[config.mk]
export PLATFORM = sky130hd
export DESIGN_NAME = pht_update_scheduler
export DESIGN_NICKNAME = d
export VERILOG_FILES = /design/src/rtl/pht_update_scheduler.sv
export SDC_FILE = /design/constraint.sdc
export NUM_CORES = 1
export LEC_CHECK = 0
export CORE_AREA = 5 5 319 321
export CTS_BUF_LIST = sky130_fd_sc_hd__clkbuf_4
export CTS_CLUSTER_DIAMETER = 100
export DETAILED_ROUTE_END_ITERATION = 8
export DIE_AREA = 0 0 324 326
export SLEW_MARGIN = 15
export SYNTH_ARGS = -nofsm -noshare
export SYNTH_HDL_FRONTEND = slang
export SYNTH_SLANG_ARGS = --single-unit
[constraint.sdc]
create_clock -name clk -period 9.4 [get_ports clk]
set_input_delay 1.41 -clock clk [delete_from_list [all_inputs] [get_ports clk]]
set_output_delay 1.41 -clock clk [all_outputs]
set_load 0.01 [all_outputs]
[src/rtl/pht_update_scheduler.sv]
`default_nettype none
// ============================================================================
// Module   : pht_update_scheduler
// Brief    : Serialises two-lane PHT counter updates through a FIFO onto a
//            single write port, with a power-up/flush counter init sweep.
// Revision : 1.0 - initial release
// ============================================================================
module pht_update_scheduler #(
    parameter int         INDEX_WIDTH = 11,
    parameter int         QUEUE_DEPTH = 32,
    parameter logic [1:0] INIT_VALUE  = 2'b01
) (
    input  logic                           clk,
    input  logic                           rst,
    input  logic                           flush,
    input  logic [1:0]                     updValid,
    input  logic [1:0]                     updIsCondBr,
    input  logic [2*INDEX_WIDTH-1:0]       updIndex,
    input  logic [3:0]                     updPrev,
    input  logic [1:0]                     updTaken,
    input  logic                           portBusy,
    output logic                           phtWE,
    output logic [INDEX_WIDTH-1:0]         phtWA,
    output logic [1:0]                     phtWV,
    output logic                           full,
    output logic                           initBusy,
    output logic                           overflow,
    output logic [$clog2(QUEUE_DEPTH):0]   count
);

    localparam int                 c_pw          = $clog2(QUEUE_DEPTH);
    localparam logic [INDEX_WIDTH-1:0] c_last_index = '1;
    localparam logic [c_pw+1:0]    c_depth       = (c_pw+2)'(QUEUE_DEPTH);
    localparam logic [c_pw:0]      c_full_thresh = (c_pw+1)'(QUEUE_DEPTH-2);

    typedef enum logic [0:0] {
        S_INIT = 1'b0,
        S_RUN  = 1'b1
    } state_t;

    state_t                    r_state;
    state_t                    w_state_next;
    logic [INDEX_WIDTH-1:0]    r_sweep;
    logic [c_pw-1:0]           r_wptr;
    logic [c_pw-1:0]           r_rptr;
    logic [c_pw:0]             r_count;
    logic                      r_overflow;
    logic [INDEX_WIDTH-1:0]    r_q_idx [QUEUE_DEPTH];
    logic [1:0]                r_q_val [QUEUE_DEPTH];

    logic [1:0]                w_elig;
    logic [1:0]                w_acc;
    logic [INDEX_WIDTH-1:0]    w_lane_idx [2];
    logic [1:0]                w_lane_val [2];
    logic                      w_pop;
    logic                      w_drop;
    logic [c_pw+1:0]           w_free;
    logic [c_pw:0]             w_count_next;
    logic [c_pw-1:0]           w_slot1;

    // Saturating counter update is resolved at enqueue time so the queue
    // holds final write values.
    for (genvar l = 0; l < 2; l++) begin : g_lane
        logic [1:0] w_prev;
        assign w_prev        = updPrev[2*l +: 2];
        assign w_lane_idx[l] = updIndex[l*INDEX_WIDTH +: INDEX_WIDTH];
        assign w_lane_val[l] = updTaken[l] ? ((w_prev == 2'd3) ? 2'd3 : w_prev + 2'd1)
                                           : ((w_prev == 2'd0) ? 2'd0 : w_prev - 2'd1);
        assign w_elig[l]     = updValid[l] & updIsCondBr[l] & (r_state == S_RUN) & ~flush;
    end

    always_comb begin
        w_state_next = r_state;
        phtWE        = 1'b0;
        w_pop        = 1'b0;
        if (!rst && !flush && !portBusy) begin
            if (r_state == S_INIT) begin
                phtWE = 1'b1;
                if (r_sweep == c_last_index) begin
                    w_state_next = S_RUN;
                end
            end else if (r_count != '0) begin
                phtWE = 1'b1;
                w_pop = 1'b1;
            end
        end
        // Slots left after the same-cycle pop; lane 0 claims first.
        w_free       = c_depth - {1'b0, r_count} + (c_pw+2)'(w_pop);
        w_acc[0]     = w_elig[0] && (w_free != '0);
        w_acc[1]     = w_elig[1] && (w_free > (c_pw+2)'(w_acc[0]));
        w_drop       = |(w_elig & ~w_acc);
        w_count_next = r_count + (c_pw+1)'(w_acc[0]) + (c_pw+1)'(w_acc[1])
                     - (c_pw+1)'(w_pop);
        w_slot1      = r_wptr + c_pw'(w_acc[0]);
    end

    always_ff @(posedge clk) begin
        if (rst) begin
            r_state    <= S_INIT;
            r_sweep    <= '0;
            r_wptr     <= '0;
            r_rptr     <= '0;
            r_count    <= '0;
            r_overflow <= 1'b0;
        end else if (flush) begin
            r_state <= S_INIT;
            r_sweep <= '0;
            r_wptr  <= '0;
            r_rptr  <= '0;
            r_count <= '0;
        end else begin
            r_state <= w_state_next;
            if (r_state == S_INIT && phtWE) begin
                r_sweep <= r_sweep + 1'b1;
            end
            if (w_pop) begin
                r_rptr <= r_rptr + 1'b1;
            end
            r_wptr  <= r_wptr + c_pw'(w_acc[0]) + c_pw'(w_acc[1]);
            r_count <= w_count_next;
            if (w_drop) begin
                r_overflow <= 1'b1;
            end
        end
    end

    always_ff @(posedge clk) begin
        if (!rst) begin
            if (w_acc[0]) begin
                r_q_idx[r_wptr] <= w_lane_idx[0];
                r_q_val[r_wptr] <= w_lane_val[0];
            end
            if (w_acc[1]) begin
                r_q_idx[w_slot1] <= w_lane_idx[1];
                r_q_val[w_slot1] <= w_lane_val[1];
            end
        end
    end

    assign phtWA    = (r_state == S_INIT) ? r_sweep : r_q_idx[r_rptr];
    assign phtWV    = (r_state == S_INIT) ? INIT_VALUE : r_q_val[r_rptr];
    assign count    = rst ? '0 : r_count;
    assign full     = (count > c_full_thresh);
    assign initBusy = rst | (r_state == S_INIT);
    assign overflow = r_overflow;

endmodule
`default_nettype wire

Yosys cells after proc, flatten, opt, wreduce, memory -nomap -nowiden
Memories as Yosys holds them, arrays and structs flattened. A register that Yosys moved wholly into a read port is not among the register bits.
Index checks and enable logic that the tools add are counted.
- reductions and logical operators: 15
- bitwise logic cells: 11
- add/subtract/negate cells: 13
- $lt $le $gt $ge: 2
- shift-type cells: 0
- multipliers: 0
- divide/modulo/power cells: 0
- muxes and demuxes: 26
- equal/unequal tests: 3
- operator list (operator ; count):
    2-to-1 mux 5 bit ; 4
    2-to-1 mux 2 bit ; 7
    2-to-1 mux 1 bit ; 13
    adder 6 x 1 -> 6 bit ; 2
    adder 11 x 1 -> 11 bit, second input constant ; 1
    == test 11 bit, second input constant ; 1
    2-to-1 mux 11 bit ; 1
    adder 5 x 1 -> 5 bit ; 2
    adder 7 x 1 -> 7 bit ; 1
    > comparator 7 x 1 -> 1 bit ; 1
    nonzero test 7 bit ; 1
    subtractor 6 x 6 -> 7 bit, first input constant ; 1
    bitwise AND 1 bit ; 6
    > comparator 6 x 5 -> 1 bit, second input constant ; 1
    2-to-1 mux 6 bit ; 1
    nonzero test 6 bit ; 1
    subtractor 6 x 1 -> 6 bit ; 1
    adder 5 x 1 -> 5 bit, second input constant ; 1
    logical AND 1 bit ; 5
    adder 2 x 1 -> 2 bit, second input constant ; 2
    == test 2 bit, second input constant ; 2
    zero test 2 bit ; 2
    OR reduction 2 bit ; 2
    subtractor 2 x 1 -> 2 bit, second input constant ; 2
    6 further kinds ; 9
- bits in writable memories: 416
- bits in read-only memories: 0
- bits in registers: 29
- latch bits: 0
- word-level logic and storage cells: 78
- output and inout port bits: 23
- memories kept: 2
- memory list (memory ; depth ; width ; rd ports ; clocked after memory_dff ; write ports ; RTL line ; RTL):
    r_q_idx ; 32 ; 11 ; 1 ; 1 ; 2 ; 48 ; logic [INDEX_WIDTH-1:0] r_q_idx [QUEUE_DEPTH];
    r_q_val ; 32 ; 2 ; 1 ; 1 ; 2 ; 49 ; logic [1:0] r_q_val [QUEUE_DEPTH];

Depth between registers and ports, before layout
- depth in word-level cells: 13
- gate-level depth with buffers: 30

Worst setup path before layout
No wires, ideal clock.
- kind: input port to flip-flop
- start point: input flush
- end point: register r_count[4]
- path slack: 3104 ps
- buffers on the path: 5
- stages: 30
- arrival: 6226 ps
- setup time: 70 ps
- cells stage by stage: or2_2 > clkbuf_1 > nor2_1 > and3_1 > clkbuf_1 > inv_1 > ha_1 > inv_1 > ha_1 > nand4_1 > mux2i_1 > and3_1 > a21o_1 > clkbuf_1 > clkbuf_1 > inv_1 > ha_1 > nor2_1 > or2_2 > and4bb_1 > buf_6 > nor2_1 > inv_1 > fa_1 > inv_1 > fa_1 > a21oi_1 > nor2_1 > or3_1 > a21oi_1
- cells in the longest elaborated chain, start to end: 11
- elaborated cells on any way between the ends: 16
- ends and longest elaborated chain (item ; RTL line ; RTL):
    start: declaration ; 15 ; input logic flush,
    zero test 1 bit * ; 76 ; if (!rst && !flush && !portBusy) begin
    logical AND 1 bit * (2 in a row) ; 76 ;
    2-to-1 mux 1 bit * ; 76 ;
    net w_pop ; 55 ; logic w_pop;
    adder 7 x 1 -> 7 bit ; 88 ; w_free = c_depth - {1'b0, r_count} + (c_pw+2)'(w_pop);
    nonzero test 7 bit ; 89 ; w_acc[0] = w_elig[0] && (w_free != '0);
    logical AND 1 bit ; 89 ;
    > comparator 7 x 1 -> 1 bit ; 90 ; w_acc[1] = w_elig[1] && (w_free > (c_pw+2)'(w_acc[0]));
    logical AND 1 bit ; 90 ;
    adder 6 x 1 -> 6 bit ; 92 ; w_count_next = r_count + (c_pw+1)'(w_acc[0]) + (c_pw+1)'(w_acc[1])
    subtractor 6 x 1 -> 6 bit * ; 93 ; - (c_pw+1)'(w_pop);
    end signal: assignment ; 120 ; r_count <= w_count_next;
    end: declaration ; 46 ; logic [c_pw:0] r_count;
Mark *: on every way through the listed nets, which the timed path passes. The rest lies on a longest branch.
A chain may end at the register's enable or synchronous reset.

==> run_results.csv <==
group,metric,value,unit
status,status,"finished, final reports clean",
timing,worst_slew_pin_slew,1.05,ns
job,drv_cap,0,
global_route,grt_overflow,0,
floorplan,die_y,326,um
timing,rsz0062_at_grt,"false",
clock_network,cts_buffers,131,
timing,finalHoldViolations,0,
yosys,avgSynthCellArea,15.2,um2
power_and_ir_drop,worst_ir_drop_vdd,84.9,uV
yosys,synth_edf_count,416,
layout,area_delta_synth_final,16.6,%
global_route,busiest_layer,"met2",
timing,slew_headroom,29.9,%
yosys,syn_inst,1542,
critical_path,reg2reg_depth,18,
yosys,synth_compound_area_share,3.37,%
yosys,ys_warn_count,0,
yosys,yosys-top-cells-count,"edfxtp_1, mux2_2, mux4_2",
clock_network,root_buffer,"clkbuf_4",
power_and_ir_drop,seqPwrFrac,49.4,%
yosys,synth_area,23400,um2
drt,drc,0,
power_and_ir_drop,p_per_area,162,nW/um2
power_and_ir_drop,power.internal,3400,uW
drt,drtIter0Drc,1443,
layout,drive_above_1_share,45.4,%
global_route,grtUsageMet1,17.3,%
drt,avgViaCountPerCell,4.88,
placed_design,numPortBuffers,58,
drt,wire_per_inst,23.7,um
min_path,hp-class,"reg -> reg",
power_and_ir_drop,swShare,23.1,%
critical_path,crit_arrival,7.52,ns
timing,setup_tns,0,ns
power_and_ir_drop,clockPowerShare,46.2,%
yosys,synth_xor_area_share,0.786,%
critical_path,r2r_end,"r_q_idx[1][9]",
timing,fin_skew,0.0378,ns
global_route,met3_usage,5.22,%
floorplan,initial_utilization,23.6,%
yosys,synth_area_leaders,"edfxtp_1, mux2_2, mux4_2, mux2i_1, dfxtp_1",
clock_network,cts.sinks,450,
power_and_ir_drop,comb_power_share,4.4,%
floorplan,num_rows,116,
floorplan,core,99000,um2
yosys,synth_fp_nets,1600,
yosys,synth_ff_type,"edfxtp_1",
critical_path,startpoint,"rst",
timing,fin_crit,6.87,ns
yosys,synthSimpleGateAreaFrac,4.46,%
critical_path,endpoint_kind,"flop",
global_route,grt.met2_usage,20.2,%
drt,vias,14700,
timing,max_freq,0.145,GHz
yosys,yosysUniqueCellTypes,56,
clock_network,cts_tree,"yes",
clock_network,clock_path_buffers,3,
drt,totalWireLength,71300,um
yosys,synth_top_family_by_area,"multiplexers",
power_and_ir_drop,p_sw,1020,uW
yosys,seq_area_frac_synth,56.3,%
yosys,synth_mux_area_share,30.4,%
drt,ant_nets,0,
layout,final_nets,1668,
timing,finalMaxSlewViolations,0,
critical_path,worst-r2r-setup-slack,3.54,ns
critical_path,path_max_fanout,28,
placed_design,dp_cells,2775,
floorplan,dieArea,106000,um2
placed_design,dp.final_hpwl,42800,um
yosys,ys_seq_elements,450,
yosys,ys_async_sr_fraction,0,%
timing,setup-violations-final,0,
clock_network,post_cts_resized,0,
timing,hold_ws,0.478,ns
clock_network,clk_pin_slew,0.06,ns
critical_path,critPathLaunchType,"primary input",
global_route,grt_pass1_vias,15200,
power_and_ir_drop,leakagePower,0.00885,uW
yosys,synth.most_common_cell,"edfxtp_1",
clock_network,clk_latency,0.99,ns
floorplan,io_pins,59,
timing,post-route-period-util,73.1,%
yosys,yosys.area.top_type_share,53.4,%
yosys,yosysTopAreaCell,"edfxtp_1",
clock_network,cts_setup_buffers,0,
global_route,antenna_found_initial,8,
critical_path,crit_type,"in -> reg",
critical_path,r2r-start,"r_state",
placed_design,globalplace.congestion,0.858,
layout,fin_cells,3013,
floorplan,dieWidth,324,um
yosys,synth_fa_ha_area_share,1.33,%
clock_network,hold_buffers,0,
global_route,grt_max_degree,59,
global_route,grt_first_pass_wirelength,103000,um
layout,n_fill_cell,9981,
global_route,grtUsageTotal,13.3,%
critical_path,cp-endpoint,"r_q_idx[1][9]",
drt,drt-pass1-iter-count,5,
clock_network,cts-htree-levels,4,
critical_path,required,10.05,ns
-- stage by stage --
step                cell area [um2]  worst slack [ns]  utilization (%)  power [uW]
global route                  27300              2.18             27.6        4590
global placement              25400              1.49             25.7        2410
finish                        27300              2.53             27.6        4420
detailed placement            25500              1.58             25.7        2420
floorplan                     23400              3.10                -        2350
CTS                           27300              2.60             27.5        4460
-- cell type report --
class	count	area (um2)	area share [%]
flip-flops and latches	450	13200	48.3
multi-input cells	906	9780	35.8
well taps	1298	1620	5.95
diodes	5	12.5	0.0458
repair buffers	96	805	2.95
clock inverters	47	409	1.50
clock buffers	186	1400	5.12
inverters	25	93.8	0.344
-- power groups by stage --
stage / Sequential [uW] / Combinational [uW] / Clock (uW)
floorplan: 2230 / 120 / 0
global placement: 2230 / 185 / 0
detailed placement: 2230 / 192 / 0
CTS: 2190 / 193 / 2080
global route: 2180 / 208 / 2200
finish: 2190 / 195 / 2040
-- layout by cell type, fill, tap and decap left out, drive strengths merged, types with 13 or more instances in the layout --
cell type and n:
mux2 359, o31ai 32, o22ai 37, clkinv 34
nand2 63, o21ai 16, mux4 104, mux2i 74
clkdlybuf4s50 41, clkbuf 186, ha 20, inv 29
buf 55, a21oi 15, dfxtp 34, nor4 13
nor2 40, edfxtp 416
-- cells by family after synthesis --
group / count (synthesis)
AO/OA/AOI/OAI: 121
AND/OR/NAND/NOR: 203
XOR/XNOR: 21
multiplexers: 537
adder cells (fa/ha/maj): 24
flip-flops: 450
buffers and inverters: 186
-- metal layers --
metal / vias to the layer above / wire, um
li1: 6256 / -
met1: 7673 / 30000
met2: 628 / 32400
met3: 126 / 6600
met4: 8 / 2160
met5: - / 55
-- worst min path at each step --
stage                     from         end  slack [ns]  cells after the start
finish                overflow    overflow        0.48                      2
global route          overflow    overflow        0.49                      2
CTS                   overflow    overflow        0.48                      2
detailed placement    overflow    overflow        0.47                      2
global placement      overflow    overflow        0.47                      2
floorplan           r_sweep[9]  r_sweep[9]        0.46                      2
-- worst max-delay path, stage by stage --
cell	delay [ns]
clkdlybuf4s50_1	0.65
or2_2	0.63
nor2_1	0.19
and3_1	0.34
inv_1	0.10
ha_1	0.19
inv_1	0.05
ha_1	0.17
nand4_1	0.10
mux2i_1	0.16
and3_1	0.20
a21o_2	0.14
inv_1	0.05
ha_1	0.28
nor2_1	0.12
or2_2	0.12
and4bb_1	0.39
nor3_2	0.84
nand2_1	0.77
o31ai_4	0.35
buf_8	0.22
-- flip-flops by register name, summed over array words and instances (netlist names), named ones only --
register / cells
overflow: 1
r_q_val: 64
r_q_idx: 352
r_state: 1
r_rptr: 5
r_count: 6
r_wptr: 5
r_sweep: 11
(Power assumes the default switching activity.)
